`config.mk`:
```
export PLATFORM = sky130hd
export DESIGN_NAME = csr_commit_ctrl_flat
export DESIGN_NICKNAME = d
export VERILOG_FILES = /design/src/rtl/csr_commit_ctrl_if.sv /design/src/rtl/csr_commit_ctrl.sv /design/src/flat_wrapper.sv
export SDC_FILE = /design/constraint.sdc
export NUM_CORES = 1
export LEC_CHECK = 0
export CAP_MARGIN = 20
export CORE_AREA = 2 2 208 210
export CTS_CLUSTER_SIZE = 14
export DETAILED_ROUTE_END_ITERATION = 10
export DIE_AREA = 0 0 210 212
export DONT_BUFFER_PORTS = 1
export PLACE_DENSITY = 0.36
export SLEW_MARGIN = 20
export SYNTH_ARGS = -nofsm -noshare
export SYNTH_HDL_FRONTEND = slang
export SYNTH_SLANG_ARGS = --single-unit
```
`constraint.sdc`:
```
create_clock -name clk -period 5.25 [get_ports clk]
set_input_delay 1.05 -clock clk [delete_from_list [all_inputs] [get_ports clk]]
set_output_delay 1.05 -clock clk [all_outputs]
set_load 0.02 [all_outputs]
```
`src/rtl/csr_commit_ctrl_if.sv`:
```
// MEM->WB retire bundle, CSR file request/response and GPR write port of csr_commit_ctrl.
// Trace fields exist only when CSR_COMMIT_TRACE_EN is defined.
interface csr_commit_ctrl_if #(
  parameter int CSR_NUM_W = 14
);
  logic                 ms_to_ws_valid;
  logic                 ws_allowin;
  logic [31:0]          ms_pc;
  logic [1:0]           ms_csr_op;
  logic [CSR_NUM_W-1:0] ms_csr_num;
  logic [31:0]          ms_rj_value;
  logic [31:0]          ms_rd_value;
  logic                 ms_ertn;
  logic                 ms_ex;
  logic [5:0]           ms_ecode;
  logic [8:0]           ms_esubcode;
  logic [31:0]          ms_vaddr;
  logic                 ms_gr_we;
  logic [4:0]           ms_dest;
  logic [31:0]          ms_result;
  logic                 has_int;
  logic                 csr_re;
  logic [CSR_NUM_W-1:0] csr_num;
  logic [31:0]          csr_rvalue;
  logic                 csr_we;
  logic [31:0]          csr_wmask;
  logic [31:0]          csr_wvalue;
  logic                 wb_ex;
  logic                 ertn_flush;
  logic [31:0]          wb_pc;
  logic [31:0]          wb_vaddr;
  logic [5:0]           wb_ecode;
  logic [8:0]           wb_esubcode;
  logic [31:0]          csr_eentry_data;
  logic [31:0]          csr_era_pc;
  logic                 flush_valid;
  logic [31:0]          flush_target;
  logic                 rf_we;
  logic [4:0]           rf_waddr;
  logic [31:0]          rf_wdata;
`ifdef CSR_COMMIT_TRACE_EN
  logic [31:0]          debug_wb_pc;
  logic [3:0]           debug_wb_rf_we;
  logic [4:0]           debug_wb_rf_wnum;
  logic [31:0]          debug_wb_rf_wdata;
`endif

`ifdef CSR_COMMIT_TRACE_EN
  modport master (
    input  ms_to_ws_valid, ms_pc, ms_csr_op, ms_csr_num, ms_rj_value, ms_rd_value,
           ms_ertn, ms_ex, ms_ecode, ms_esubcode, ms_vaddr, ms_gr_we, ms_dest, ms_result,
           has_int, csr_rvalue, csr_eentry_data, csr_era_pc,
    output ws_allowin, csr_re, csr_num, csr_we, csr_wmask, csr_wvalue, wb_ex, ertn_flush,
           wb_pc, wb_vaddr, wb_ecode, wb_esubcode, flush_valid, flush_target,
           rf_we, rf_waddr, rf_wdata,
           debug_wb_pc, debug_wb_rf_we, debug_wb_rf_wnum, debug_wb_rf_wdata
  );
  modport slave (
    output ms_to_ws_valid, ms_pc, ms_csr_op, ms_csr_num, ms_rj_value, ms_rd_value,
           ms_ertn, ms_ex, ms_ecode, ms_esubcode, ms_vaddr, ms_gr_we, ms_dest, ms_result,
           has_int, csr_rvalue, csr_eentry_data, csr_era_pc,
    input  ws_allowin, csr_re, csr_num, csr_we, csr_wmask, csr_wvalue, wb_ex, ertn_flush,
           wb_pc, wb_vaddr, wb_ecode, wb_esubcode, flush_valid, flush_target,
           rf_we, rf_waddr, rf_wdata,
           debug_wb_pc, debug_wb_rf_we, debug_wb_rf_wnum, debug_wb_rf_wdata
  );
`else
  modport master (
    input  ms_to_ws_valid, ms_pc, ms_csr_op, ms_csr_num, ms_rj_value, ms_rd_value,
           ms_ertn, ms_ex, ms_ecode, ms_esubcode, ms_vaddr, ms_gr_we, ms_dest, ms_result,
           has_int, csr_rvalue, csr_eentry_data, csr_era_pc,
    output ws_allowin, csr_re, csr_num, csr_we, csr_wmask, csr_wvalue, wb_ex, ertn_flush,
           wb_pc, wb_vaddr, wb_ecode, wb_esubcode, flush_valid, flush_target,
           rf_we, rf_waddr, rf_wdata
  );
  modport slave (
    output ms_to_ws_valid, ms_pc, ms_csr_op, ms_csr_num, ms_rj_value, ms_rd_value,
           ms_ertn, ms_ex, ms_ecode, ms_esubcode, ms_vaddr, ms_gr_we, ms_dest, ms_result,
           has_int, csr_rvalue, csr_eentry_data, csr_era_pc,
    input  ws_allowin, csr_re, csr_num, csr_we, csr_wmask, csr_wvalue, wb_ex, ertn_flush,
           wb_pc, wb_vaddr, wb_ecode, wb_esubcode, flush_valid, flush_target,
           rf_we, rf_waddr, rf_wdata
  );
`endif
endinterface

```
`src/rtl/csr_commit_ctrl.sv`:
```
// Write-back commit controller: retires one instruction per cycle, drives CSR/GPR writes,
// raises exception/ertn flushes and then drains. Define CSR_COMMIT_TRACE_EN for trace outputs.
module csr_commit_ctrl #(
  parameter int FLUSH_DRAIN = 2,
  parameter int CSR_NUM_W   = 14
) (
  input logic              clk,
  input logic              resetn,
  csr_commit_ctrl_if.master bus
);
  typedef enum logic [1:0] {ST_RUN, ST_FLUSH, ST_DRAIN} state_t;

  localparam logic [3:0] DRAIN_LOAD = 4'(FLUSH_DRAIN);

  state_t               state_q;
  logic [3:0]           cnt_q;
  logic                 allowin_q;

  logic                 ws_valid_q, ws_valid_d;
  logic [31:0]          ws_pc_q;
  logic [1:0]           ws_csr_op_q;
  logic [CSR_NUM_W-1:0] ws_csr_num_q;
  logic [31:0]          ws_rj_value_q;
  logic [31:0]          ws_rd_value_q;
  logic                 ws_ertn_q;
  logic                 ws_ex_q;
  logic [5:0]           ws_ecode_q;
  logic [8:0]           ws_esubcode_q;
  logic [31:0]          ws_vaddr_q;
  logic                 ws_gr_we_q;
  logic [4:0]           ws_dest_q;
  logic [31:0]          ws_result_q;

  logic capture;
  logic exc_commit;
  logic ertn_commit;
  logic flush;
  logic csr_write;

  assign exc_commit  = ws_valid_q && (ws_ex_q || bus.has_int);
  assign ertn_commit = ws_valid_q && ws_ertn_q && !exc_commit;
  assign flush       = exc_commit || ertn_commit;
  assign csr_write   = ws_valid_q && !flush && ws_csr_op_q[1];

  // A bundle offered in the same cycle as a flush belongs to the squashed path.
  assign capture    = bus.ms_to_ws_valid && allowin_q && !flush;
  assign ws_valid_d = capture;

  always_ff @(posedge clk) begin
    if (!resetn) begin
      ws_valid_q    <= 1'b0;
      ws_pc_q       <= '0;
      ws_csr_op_q   <= '0;
      ws_csr_num_q  <= '0;
      ws_rj_value_q <= '0;
      ws_rd_value_q <= '0;
      ws_ertn_q     <= 1'b0;
      ws_ex_q       <= 1'b0;
      ws_ecode_q    <= '0;
      ws_esubcode_q <= '0;
      ws_vaddr_q    <= '0;
      ws_gr_we_q    <= 1'b0;
      ws_dest_q     <= '0;
      ws_result_q   <= '0;
    end else begin
      ws_valid_q <= ws_valid_d;
      if (capture) begin
        ws_pc_q       <= bus.ms_pc;
        ws_csr_op_q   <= bus.ms_csr_op;
        ws_csr_num_q  <= bus.ms_csr_num;
        ws_rj_value_q <= bus.ms_rj_value;
        ws_rd_value_q <= bus.ms_rd_value;
        ws_ertn_q     <= bus.ms_ertn;
        ws_ex_q       <= bus.ms_ex;
        ws_ecode_q    <= bus.ms_ecode;
        ws_esubcode_q <= bus.ms_esubcode;
        ws_vaddr_q    <= bus.ms_vaddr;
        ws_gr_we_q    <= bus.ms_gr_we;
        ws_dest_q     <= bus.ms_dest;
        ws_result_q   <= bus.ms_result;
      end
    end
  end

  // FLUSH holds one cycle, DRAIN counts FLUSH_DRAIN cycles down to 1 before reopening.
  always_ff @(posedge clk) begin
    if (!resetn) begin
      state_q   <= ST_RUN;
      cnt_q     <= '0;
      allowin_q <= 1'b1;
    end else begin
      case (state_q)
        ST_RUN: begin
          if (flush) begin
            state_q   <= ST_FLUSH;
            cnt_q     <= DRAIN_LOAD;
            allowin_q <= 1'b0;
          end
        end
        ST_FLUSH: state_q <= ST_DRAIN;
        ST_DRAIN: begin
          if (cnt_q <= 4'd1) begin
            state_q   <= ST_RUN;
            cnt_q     <= '0;
            allowin_q <= 1'b1;
          end else begin
            cnt_q <= cnt_q - 4'd1;
          end
        end
        default: begin
          state_q   <= ST_RUN;
          cnt_q     <= '0;
          allowin_q <= 1'b1;
        end
      endcase
    end
  end

  assign bus.ws_allowin = allowin_q;

  always_comb begin
    bus.csr_re       = ws_valid_q && !flush && (ws_csr_op_q != 2'd0);
    bus.csr_num      = ws_csr_num_q;
    bus.csr_we       = csr_write;
    bus.csr_wmask    = '0;
    bus.csr_wvalue   = '0;
    if (csr_write) begin
      bus.csr_wmask  = ws_csr_op_q[0] ? ws_rj_value_q : 32'hFFFF_FFFF;
      bus.csr_wvalue = ws_rd_value_q;
    end
    bus.wb_ex        = exc_commit;
    bus.ertn_flush   = ertn_commit;
    bus.wb_pc        = '0;
    bus.wb_vaddr     = '0;
    bus.wb_ecode     = '0;
    bus.wb_esubcode  = '0;
    // Interrupts report ecode/esubcode 0; upstream exceptions carry their own codes.
    if (exc_commit) begin
      bus.wb_pc      = ws_pc_q;
      bus.wb_vaddr   = ws_vaddr_q;
      if (ws_ex_q) begin
        bus.wb_ecode    = ws_ecode_q;
        bus.wb_esubcode = ws_esubcode_q;
      end
    end
    bus.flush_valid  = flush;
    bus.flush_target = exc_commit  ? bus.csr_eentry_data :
                       ertn_commit ? bus.csr_era_pc : 32'h0;
    bus.rf_we        = ws_valid_q && ws_gr_we_q && !flush && (ws_dest_q != 5'd0);
    bus.rf_waddr     = ws_dest_q;
    bus.rf_wdata     = (ws_csr_op_q != 2'd0) ? bus.csr_rvalue : ws_result_q;
  end

`ifdef CSR_COMMIT_TRACE_EN
  assign bus.debug_wb_pc       = ws_pc_q;
  assign bus.debug_wb_rf_we    = {4{bus.rf_we}};
  assign bus.debug_wb_rf_wnum  = bus.rf_waddr;
  assign bus.debug_wb_rf_wdata = bus.rf_wdata;
`endif
endmodule

```
`src/flat_wrapper.sv`:
```
// flat-port wrapper written by rule: the top's interface ports become plain ports
module csr_commit_ctrl_flat 
#(
  parameter int FLUSH_DRAIN = 2,
  parameter int CSR_NUM_W   = 14
)
  (clk, resetn, bus_ms_to_ws_valid, bus_ms_pc, bus_ms_csr_op, bus_ms_csr_num, bus_ms_rj_value, bus_ms_rd_value, bus_ms_ertn, bus_ms_ex, bus_ms_ecode, bus_ms_esubcode, bus_ms_vaddr, bus_ms_gr_we, bus_ms_dest, bus_ms_result, bus_has_int, bus_csr_rvalue, bus_csr_eentry_data, bus_csr_era_pc, bus_ws_allowin, bus_csr_re, bus_csr_num, bus_csr_we, bus_csr_wmask, bus_csr_wvalue, bus_wb_ex, bus_ertn_flush, bus_wb_pc, bus_wb_vaddr, bus_wb_ecode, bus_wb_esubcode, bus_flush_valid, bus_flush_target, bus_rf_we, bus_rf_waddr, bus_rf_wdata);
  csr_commit_ctrl_if #(.CSR_NUM_W(CSR_NUM_W)) bus_i ();
  input logic clk;
  input logic resetn;
  input wire logic [$bits(bus_i.ms_to_ws_valid)-1:0] bus_ms_to_ws_valid;
  input wire logic [$bits(bus_i.ms_pc)-1:0] bus_ms_pc;
  input wire logic [$bits(bus_i.ms_csr_op)-1:0] bus_ms_csr_op;
  input wire logic [$bits(bus_i.ms_csr_num)-1:0] bus_ms_csr_num;
  input wire logic [$bits(bus_i.ms_rj_value)-1:0] bus_ms_rj_value;
  input wire logic [$bits(bus_i.ms_rd_value)-1:0] bus_ms_rd_value;
  input wire logic [$bits(bus_i.ms_ertn)-1:0] bus_ms_ertn;
  input wire logic [$bits(bus_i.ms_ex)-1:0] bus_ms_ex;
  input wire logic [$bits(bus_i.ms_ecode)-1:0] bus_ms_ecode;
  input wire logic [$bits(bus_i.ms_esubcode)-1:0] bus_ms_esubcode;
  input wire logic [$bits(bus_i.ms_vaddr)-1:0] bus_ms_vaddr;
  input wire logic [$bits(bus_i.ms_gr_we)-1:0] bus_ms_gr_we;
  input wire logic [$bits(bus_i.ms_dest)-1:0] bus_ms_dest;
  input wire logic [$bits(bus_i.ms_result)-1:0] bus_ms_result;
  input wire logic [$bits(bus_i.has_int)-1:0] bus_has_int;
  input wire logic [$bits(bus_i.csr_rvalue)-1:0] bus_csr_rvalue;
  input wire logic [$bits(bus_i.csr_eentry_data)-1:0] bus_csr_eentry_data;
  input wire logic [$bits(bus_i.csr_era_pc)-1:0] bus_csr_era_pc;
  output wire logic [$bits(bus_i.ws_allowin)-1:0] bus_ws_allowin;
  output wire logic [$bits(bus_i.csr_re)-1:0] bus_csr_re;
  output wire logic [$bits(bus_i.csr_num)-1:0] bus_csr_num;
  output wire logic [$bits(bus_i.csr_we)-1:0] bus_csr_we;
  output wire logic [$bits(bus_i.csr_wmask)-1:0] bus_csr_wmask;
  output wire logic [$bits(bus_i.csr_wvalue)-1:0] bus_csr_wvalue;
  output wire logic [$bits(bus_i.wb_ex)-1:0] bus_wb_ex;
  output wire logic [$bits(bus_i.ertn_flush)-1:0] bus_ertn_flush;
  output wire logic [$bits(bus_i.wb_pc)-1:0] bus_wb_pc;
  output wire logic [$bits(bus_i.wb_vaddr)-1:0] bus_wb_vaddr;
  output wire logic [$bits(bus_i.wb_ecode)-1:0] bus_wb_ecode;
  output wire logic [$bits(bus_i.wb_esubcode)-1:0] bus_wb_esubcode;
  output wire logic [$bits(bus_i.flush_valid)-1:0] bus_flush_valid;
  output wire logic [$bits(bus_i.flush_target)-1:0] bus_flush_target;
  output wire logic [$bits(bus_i.rf_we)-1:0] bus_rf_we;
  output wire logic [$bits(bus_i.rf_waddr)-1:0] bus_rf_waddr;
  output wire logic [$bits(bus_i.rf_wdata)-1:0] bus_rf_wdata;
  assign bus_i.ms_to_ws_valid = bus_ms_to_ws_valid;
  assign bus_i.ms_pc = bus_ms_pc;
  assign bus_i.ms_csr_op = bus_ms_csr_op;
  assign bus_i.ms_csr_num = bus_ms_csr_num;
  assign bus_i.ms_rj_value = bus_ms_rj_value;
  assign bus_i.ms_rd_value = bus_ms_rd_value;
  assign bus_i.ms_ertn = bus_ms_ertn;
  assign bus_i.ms_ex = bus_ms_ex;
  assign bus_i.ms_ecode = bus_ms_ecode;
  assign bus_i.ms_esubcode = bus_ms_esubcode;
  assign bus_i.ms_vaddr = bus_ms_vaddr;
  assign bus_i.ms_gr_we = bus_ms_gr_we;
  assign bus_i.ms_dest = bus_ms_dest;
  assign bus_i.ms_result = bus_ms_result;
  assign bus_i.has_int = bus_has_int;
  assign bus_i.csr_rvalue = bus_csr_rvalue;
  assign bus_i.csr_eentry_data = bus_csr_eentry_data;
  assign bus_i.csr_era_pc = bus_csr_era_pc;
  assign bus_ws_allowin = bus_i.ws_allowin;
  assign bus_csr_re = bus_i.csr_re;
  assign bus_csr_num = bus_i.csr_num;
  assign bus_csr_we = bus_i.csr_we;
  assign bus_csr_wmask = bus_i.csr_wmask;
  assign bus_csr_wvalue = bus_i.csr_wvalue;
  assign bus_wb_ex = bus_i.wb_ex;
  assign bus_ertn_flush = bus_i.ertn_flush;
  assign bus_wb_pc = bus_i.wb_pc;
  assign bus_wb_vaddr = bus_i.wb_vaddr;
  assign bus_wb_ecode = bus_i.wb_ecode;
  assign bus_wb_esubcode = bus_i.wb_esubcode;
  assign bus_flush_valid = bus_i.flush_valid;
  assign bus_flush_target = bus_i.flush_target;
  assign bus_rf_we = bus_i.rf_we;
  assign bus_rf_waddr = bus_i.rf_waddr;
  assign bus_rf_wdata = bus_i.rf_wdata;
  csr_commit_ctrl #(.FLUSH_DRAIN(FLUSH_DRAIN), .CSR_NUM_W(CSR_NUM_W)) u_core (.clk(clk), .resetn(resetn), .bus(bus_i));
endmodule
```
== After elaboration in Yosys (flattened, before gate mapping) ==
Index checks and enable logic that the tools add are counted.
Operators by class
  add/sub/neg operators: 1
  order comparisons: 1
  equality and inequality tests: 4
  muxes and demuxes: 21
  bitwise operators: 1
  reduce and logical (&&, ||, !) cells: 21
Operators with widths (number)
  2-to-1 mux 32 bit: 8
  2-to-1 mux 9 bit: 2
  2-to-1 mux 6 bit: 2
  case mux 4 bit (3 select lines): 1
  logical AND 1 bit: 11
  2-to-1 mux 4 bit: 2
  case mux 2 bit (3 select lines): 1
  nonzero test 5 bit: 1
  less-or-equal comparator 4 x 1 -> 1 bit (second input constant): 1
  2-to-1 mux 2 bit: 2
  inequality test 2 x 1 -> 1 bit (second input constant): 2
  AND reduction 2 bit: 2
  subtractor 4 x 1 -> 4 bit (second input constant): 1
  case mux 1 bit (3 select lines): 1
  AND reduction 3 bit: 1
  == test 2 x 1 -> 1 bit (second input constant): 1
  == test 2 bit (second input constant): 1
  zero test 1 bit: 2
  zero test 2 bit: 1
  logical OR 1 bit: 2
  2-to-1 mux 1 bit: 2
  nonzero test 2 bit: 1
  NOT 1 bit: 1
Storage, ports and cells
  bits in registers: 207
  bits of input ports: 299
  output and inout bits: 233
  logic and storage cells: 66

== Depth between registers and ports, before layout ==
Gate-level depths: netlist (run 1).
  depth after elaboration: 9
  depth in mapped cells: 7
  gate-level depth less buffers: 6

== Worst setup path before layout (run 1) ==
OpenSTA, ideal clock, no wires.
  kind: input to output
  from: input bus_has_int
  to: output bus_rf_we
  arrival: 2.163 ns
  data required time: 4.200 ns
  setup slack: 2.037 ns
  stages: 3
  buffers on the path: 1
  path through: o21a_1 buf_2 nor4_1
Between the ends
  longest elaborated chain between the ends: 8
RTL lines
  start: declaration: RTL line flat_wrapper.sv:25  | input wire logic [$bits(bus_i.has_int)-1:0] bus_has_int;
  logical OR 1 bit *: RTL line csr_commit_ctrl.sv:40  | assign exc_commit = ws_valid_q && (ws_ex_q || bus.has_int);
  logical AND 1 bit *: RTL line csr_commit_ctrl.sv:40
  zero test 1 bit: RTL line csr_commit_ctrl.sv:41  | assign ertn_commit = ws_valid_q && ws_ertn_q && !exc_commit;
  logical AND 1 bit: RTL line csr_commit_ctrl.sv:41
  logical OR 1 bit *: RTL line csr_commit_ctrl.sv:42  | assign flush = exc_commit || ertn_commit;
  zero test 1 bit *: RTL line csr_commit_ctrl.sv:149  | bus.rf_we = ws_valid_q && ws_gr_we_q && !flush && (ws_dest_q != 5'd0);
  logical AND 1 bit * (2 in a row): RTL line csr_commit_ctrl.sv:149
  end: declaration: RTL line flat_wrapper.sv:43  | output wire logic [$bits(bus_i.rf_we)-1:0] bus_rf_we;
Mark *: on every way between the ends. The rest lies on a longest branch, timed or not.

== Worst setup path after layout (run 1) ==
  from: register u_core.ws_ex_q
  to: output bus_csr_wvalue[31]
Between the ends
  longest elaborated chain between the ends: 9
RTL lines
  start: declaration: RTL line csr_commit_ctrl.sv:26  | logic ws_ex_q;
  start signal: assignment: RTL line csr_commit_ctrl.sv:74  | ws_ex_q <= bus.ms_ex;
  logical OR 1 bit *: RTL line csr_commit_ctrl.sv:40
  logical AND 1 bit *: RTL line csr_commit_ctrl.sv:40
  zero test 1 bit: RTL line csr_commit_ctrl.sv:41
  logical AND 1 bit: RTL line csr_commit_ctrl.sv:41
  logical OR 1 bit *: RTL line csr_commit_ctrl.sv:42
  zero test 1 bit *: RTL line csr_commit_ctrl.sv:43  | assign csr_write = ws_valid_q && !flush && ws_csr_op_q[1];
  logical AND 1 bit * (2 in a row): RTL line csr_commit_ctrl.sv:43
  2-to-1 mux 32 bit *: RTL line csr_commit_ctrl.sv:127  | if (csr_write) begin
  end: declaration: RTL line flat_wrapper.sv:34  | output wire logic [$bits(bus_i.csr_wvalue)-1:0] bus_csr_wvalue;
Marks and branches as above.

==> metrics.md, run 1 <==
| Metric | Value |
|---|---|
| Slew headroom | `0.164` |
| Largest net degree at the start of global routing | `374` |
| Synthesized instance count | `1176` |
| H-tree depth | `1` |
| Fin. Hold Viols | `0` |
| Worst Path Arrival | `3.07 ns` |
| First-pass GRT wire length | `46900 um` |
| Total Routing Usage GR | `0.138` |
| Finish-stage setup viols | `0` |
| Comb power frac | `0.107` |
| Post-CTS Setup Inserts | `0` |
| Post-CTS sizing | `0` |
| Wirelength per Cell | `19.9 um` |
| Pleak | `3.80 nW` |
| Post-synth top cells | `dfxtp_1 (207), nand3_1 (201), nand2_1 (172)` |
| Hold Startpoint | `u_core.ws_ecode_q[1]` |
| Clock Tree Buf Depth | `3` |
| Placer Congestion | `0.770` |
| HP Class | `reg2reg` |
| FFs w/ async S/R, synth | `0` |
| CP required | `4.20 ns` |
| Area growth syn-to-layout | `11.1%` |
| Slew Viols, Final | `0` |
| I/O pin total | `532` |
| Die Area | `44500 um^2` |
| Switching Fraction | `0.271` |
| Sequential fraction of the synthesis area | `0.437` |
| Power consumption | `4.01 mW` |
| CTS Buf Count | `26` |
| Vias in the first global route | `7476` |
| Std cell rows | `76` |
| Fin cells | `1672` |
| Crit Path Max Fanout | `33` |
| Top cell type's share of synthesized area | `0.437` |
| #FFs+latches synth | `207` |
| Initial Util | `0.223` |
| Die width | `210 um` |
| Via count | `7911` |
| EDFF count, synth | `0` |
| Ys Warns | `0` |
| Nets | `1403` |
| Clock sink total | `207` |
| Fraction of layout cells with a size suffix above 1 | `0.0795` |
| Top-count cell post-synth | `dfxtp_1` |
| 1st-iter DRT viols | `403` |
| Minimum clock period | `4.12 ns` |
| Final wirelength | `33200 um` |
| Critical Path Source | `u_core.ws_ex_q` |
| Synth cell types | `36` |
| Run status | `finished clean` |
| WS Path Type | `reg2out` |
| TNS Setup | `0 ns` |
| Initial antenna violation count | `6` |
| Die Height | `212 um` |
| Flop pwr share | `0.443` |
| Dpl hpwl | `22700 um` |
| Worst reg2reg startpoint | `u_core.ws_ex_q` |
| CTS tree | `done` |
| Syn Area/Cell | `8.06 um^2` |
| Total core area | `42500 um^2` |
| GRT Residual Overflow | `0` |
| Port Buffers | `0` |
| Cell area after synthesis | `9480 um^2` |
| Placed cell areas | `9610 um^2` |
| Pint | `2.92 mW` |
| P per Cell Area | `380 nW/um^2` |
| Clock root buffer | `clkbuf_16` |
| Critical Path Sink Type | `output port` |
| Syn Nets | `1477` |
| Final setup skew | `0.00766 ns` |
| Critical path startpoint category | `flip-flop` |
| Maximum vdd drop | `0.188 mV` |
| Least-Margin Pin Slew | `1.25 ns` |
| Max cap viols | `0` |
| Top cells by area, synth | `dfxtp_1 (44%), nand3_1 (11%), nand2_1 (6.8%)` |
| Dominant cell type by area after synthesis | `dfxtp_1` |
| Tcrit/Tclk final | `0.785` |
| # placed instances | `1617` |
| Post-route ant nets | `0` |
| Design Area, Final | `10500 um^2` |
| P_sw | `1.08 mW` |
| Max Freq | `243 MHz` |
| Clk Latency, worst-skew pair | `0.55 ns` |
| RSZ-0062 raised after global routing | `no` |
| Cts hold-fix bufs | `0` |
| Vias per cell | `4.73` |
| Primary FF master, synth | `dfxtp_1` |
| DR DRC count | `0` |
| Clock share of power | `0.451` |
| First-pass iteration count of the detailed router | `7` |
| CTS clk-pin slew, worst paths | `0.06 ns` |
-- critical path, cell delays in order (launching register included) --
cell and delay [ns]:
dfxtp_1 0.58, nor3_1 0.39, nand3_1 0.12, buf_4 0.29, inv_1 0.70, and2_1 0.44
-- sequential cells by signal (all words and copies together), names as in the netlist --
register,flops
u_core.ws_ex_q,1
u_core.ws_pc_q,32
u_core.bus.ws_allowin,1
u_core.ws_gr_we_q,1
u_core.bus.rf_waddr,5
u_core.ws_ertn_q,1
u_core.ws_ecode_q,6
u_core.ws_result_q,32
u_core.cnt_q,4
u_core.state_q,2
u_core.ws_rj_value_q,32
u_core.ws_valid_q,1
u_core.ws_csr_op_q,2
u_core.ws_rd_value_q,32
u_core.ws_esubcode_q,9
u_core.ws_vaddr_q,32
u_core.bus.csr_num,14
-- layout by cell type (no fill, tap or decap), drive strengths merged, types with 34 or more instances in the layout --
cell type  netlist  layout
dfxtp          207     207
a21oi           34      34
and2            97      97
nand2          172     172
o21ai          168     168
o31ai           35      35
clkbuf          64      41
inv             36      36
nand3          201     201
-- logic make-up (layout without fill, tap and decap cells) --
| kind of cell | after synthesis | after routing | synth area share |
|---|---|---|---|
| AOI/OAI and AO/OA | 274 | 274 | 0.170 |
| adders and majority gates | 2 | 2 | 0.00264 |
| buffers and inverters | 155 | 99 | 0.0909 |
| DFF | 207 | 207 | 0.437 |
| muxes | 33 | 33 | 0.0391 |
| other | 0 | 6 | 0 |
| and+or+nand+nor | 505 | 505 | 0.261 |
-- path summary, 6_finish.rpt --
kind / to / slack [ns] / cells past startpoint
max reg2reg: u_core.bus.csr_num[0] / 2.41 / 5
min reg2reg: u_core.ws_ecode_q[1] / 0.44 / 2
max: bus_csr_wvalue[31] / 1.13 / 5
min: u_core.ws_ecode_q[1] / 0.44 / 2
-- power by group through the flow --
stage,Sequential [mW],Clock [mW],Combinational (mW)
global placement,1.81,0,0.421
global route,1.79,1.95,0.477
floorplan,1.77,0,0.435
finish,1.77,1.81,0.428
CTS,1.78,1.89,0.427
detailed placement,1.81,0,0.427
-- cell type report --
class	instances	area, um^2
Inverter	37	139
Tap cell	546	683
Clock inverter	5	75.1
Antenna cell	6	15.0
Multi-Input combinational cell	814	4500
Clock buffer	41	768
Timing Repair Buffer	16	214
Fill cell	4630	32000
Sequential cell	207	4140
-- routing by layer --
layer	wire, um	global-route usage	share of wire
met1	12400	0.150	0.37
met2	16700	0.241	0.50
met3	2970	0.0493	0.090
met4	1170	0.0609	0.035
met5	0	0	0
-- per-stage QoR --
step | setup WS [ns] | hold slack [ns] | util
floorplan | 2.04 | 0.424 | -
global placement | 1.38 | 0.431 | 0.226
detailed placement | 1.33 | 0.438 | 0.226
CTS | 0.986 | 0.446 | 0.246
global route | 0.759 | 0.459 | 0.248
finish | 1.13 | 0.442 | 0.248
Note: power is estimated with default switching activity, not from simulation.
==> run 2, diff against run 1 <==
--- a/config.mk
+++ b/config.mk
@@ -11,7 +11,7 @@
 export DETAILED_ROUTE_END_ITERATION = 10
 export DIE_AREA = 0 0 210 212
 export DONT_BUFFER_PORTS = 1
-export PLACE_DENSITY = 0.36
+export PLACE_DENSITY = 0.37
 export SLEW_MARGIN = 20
 export SYNTH_ARGS = -nofsm -noshare
 export SYNTH_HDL_FRONTEND = slang
==> constraint.sdc (replaced) <==
create_clock -name clk -period 3.5 [get_ports clk]
set_input_delay 0.7 -clock clk [delete_from_list [all_inputs] [get_ports clk]]
set_output_delay 0.7 -clock clk [all_outputs]
set_load 0.02 [all_outputs]
==> run 2 against run 1 <==
Against the previous run:
- clock-buffer cell count did not move
- critical endpoint is now bus_csr_wvalue[29]
- total power up 53%
- highest routed layer is now met5
- flip-flop and latch count unchanged
- largest power group unchanged
- global-route usage rose by 0.42 points
==> metrics.md, run 2 (synthesis gave the netlist of run 1 again) <==
| Metric | Value |
|---|---|
| Run status | `finished clean` |
| P per Cell Area | `567 nW/um^2` |
| P_sw | `1.67 mW` |
| Flop pwr share | `0.434` |
| Pint | `4.45 mW` |
| TNS Setup | `0 ns` |
| Cts hold-fix bufs | `0` |
| Total Routing Usage GR | `0.142` |
| Slew Viols, Final | `0` |
| Nets | `1434` |
| H-tree depth | `1` |
| Clock share of power | `0.459` |
| Final setup skew | `0.0126 ns` |
| Max Freq | `313 MHz` |
| Placer Congestion | `0.738` |
| Port Buffers | `0` |
| Slew headroom | `0.140` |
| CTS clk-pin slew, worst paths | `0.06 ns` |
| Hold Startpoint | `bus_ms_result[20]` |
| Fin. Hold Viols | `0` |
| CTS tree | `done` |
| Die width | `210 um` |
| Post-route ant nets | `0` |
| Vias in the first global route | `7628` |
| HP Class | `in2reg` |
| Std cell rows | `76` |
| Die Height | `212 um` |
| Least-Margin Pin Slew | `1.29 ns` |
| Maximum vdd drop | `0.274 mV` |
| CP required | `2.80 ns` |
| Initial antenna violation count | `9` |
| Clock root buffer | `clkbuf_16` |
| 1st-iter DRT viols | `453` |
| Crit Path Max Fanout | `33` |
| CTS Buf Count | `26` |
| Critical Path Sink Type | `output port` |
| # placed instances | `1651` |
| Dpl hpwl | `23900 um` |
| Flop2flop setup slack | `1.22 ns` |
| Worst Path Arrival | `2.50 ns` |
| Fillcell total | `4684` |
| Final wirelength | `34400 um` |
| Clock Tree Buf Depth | `3` |
| Area growth syn-to-layout | `13.8%` |
| Vias per cell | `4.71` |
| Hold depth | `2` |
| Total core area | `42500 um^2` |
| Reg2Reg Depth | `6` |
| Finish-stage setup viols | `0` |
| Final hold slack | `0.294 ns` |
| Clk Latency, worst-skew pair | `0.54 ns` |
| Critical path startpoint category | `flip-flop` |
| DR DRC count | `0` |
| Max cap viols | `0` |
| Wirelength per Cell | `20.1 um` |
| Comb power frac | `0.107` |
| GRT Residual Overflow | `0` |
| Minimum clock period | `3.20 ns` |
| First-pass iteration count of the detailed router | `5` |
| First-pass GRT wire length | `48200 um` |
| Clock sink total | `207` |
| Placed cell areas | `9880 um^2` |
| Most frequent cells in the layout | `dfxtp_1 (207), nand3_1 (201), nand2_1 (172), and2_1 (97), o21ai_0 (94)` |
| Post-CTS sizing | `0` |
| Worst reg2reg startpoint | `u_core.ws_ex_q` |
| I/O pin total | `532` |
| Commonest non-fill, non-tap cell in the layout | `dfxtp_1` |
| Largest net degree at the start of global routing | `374` |
| Die Area | `44500 um^2` |
| Pleak | `3.98 nW` |
| Switching Fraction | `0.273` |
| Power consumption | `6.11 mW` |
| WS Path Type | `reg2out` |
| Reg-to-Reg End | `u_core.bus.csr_num[8]` |
| Design Area, Final | `10800 um^2` |
| Min-Delay Endpoint | `u_core.ws_result_q[20]` |
| Fin cells | `1707` |
| Initial Util | `0.223` |
| Tcrit/Tclk final | `0.913` |
| Fraction of layout cells with a size suffix above 1 | `0.109` |
| Via count | `8041` |
| Post-CTS Setup Inserts | `0` |
| RSZ-0062 raised after global routing | `no` |
==> run 2: worst max-delay path by stage <==
stage | startpoint | to | slack [ns] | depth (start not counted)
final | u_core.ws_ex_q | bus_csr_wvalue[29] | 0.30 | 7
after global routing | u_core.ws_ex_q | bus_csr_wvalue[25] | 0.09 | 7
after CTS | u_core.ws_ex_q | bus_csr_wvalue[29] | 0.20 | 7
after detailed placement | bus_has_int | bus_csr_wvalue[29] | 0.76 | 6
after global placement | bus_has_int | bus_csr_wvalue[30] | 0.69 | 6
after floorplan | bus_has_int | bus_rf_we | 0.99 | 3
==> run 2: per-layer routing <==
metal	part of all wire	vias up	routed length, um	track usage
li1	-	3946	-	-
met1	0.38	3706	12900	0.155
met2	0.50	330	17300	0.254
met3	0.083	57	2850	0.0449
met4	0.036	2	1250	0.0567
met5	0.00038	-	13	0
==> run 2: stage by stage <==
step | setup slack [ns] | utilization
6_report | 0.303 | 0.254
5_1_grt | 0.0888 | 0.254
4_1_cts | 0.196 | 0.253
3_5_place_dp | 0.759 | 0.233
3_3_place_gp | 0.694 | 0.233
2_1_floorplan | 0.987 | -
==> run 2: power by group through the flow <==
stage                     clock [mW]  combinational (mW)  sequential (mW)
after floorplan                    0               0.652             2.66
after global placement             0               0.659             2.70
after detailed placement           0               0.668             2.70
after CTS                       2.93               0.668             2.66
after global routing            3.02               0.726             2.67
final                           2.81               0.652             2.65
==> run 2: area by class of cell <==
| class | count | area, um^2 | area share |
|---|---|---|---|
| Multi-Input combinational cell | 814 | 4500 | 0.417 |
| Sequential cell | 207 | 4140 | 0.384 |
| Clock buffer | 41 | 798 | 0.0740 |
| Tap cell | 546 | 683 | 0.0633 |
| Timing Repair Buffer | 47 | 415 | 0.0385 |
| Inverter | 37 | 139 | 0.0129 |
| Clock inverter | 7 | 87.6 | 0.00812 |
| Antenna cell | 8 | 20.0 | 0.00186 |
==> run 2: critical path, cell delays in order (launching register included) <==
cell and delay (ns):
dfxtp_1 0.37, buf_4 0.22, nor3_1 0.25, nand3_1 0.12, buf_4 0.25, inv_1 0.10
buf_4 0.30, and2_1 0.30
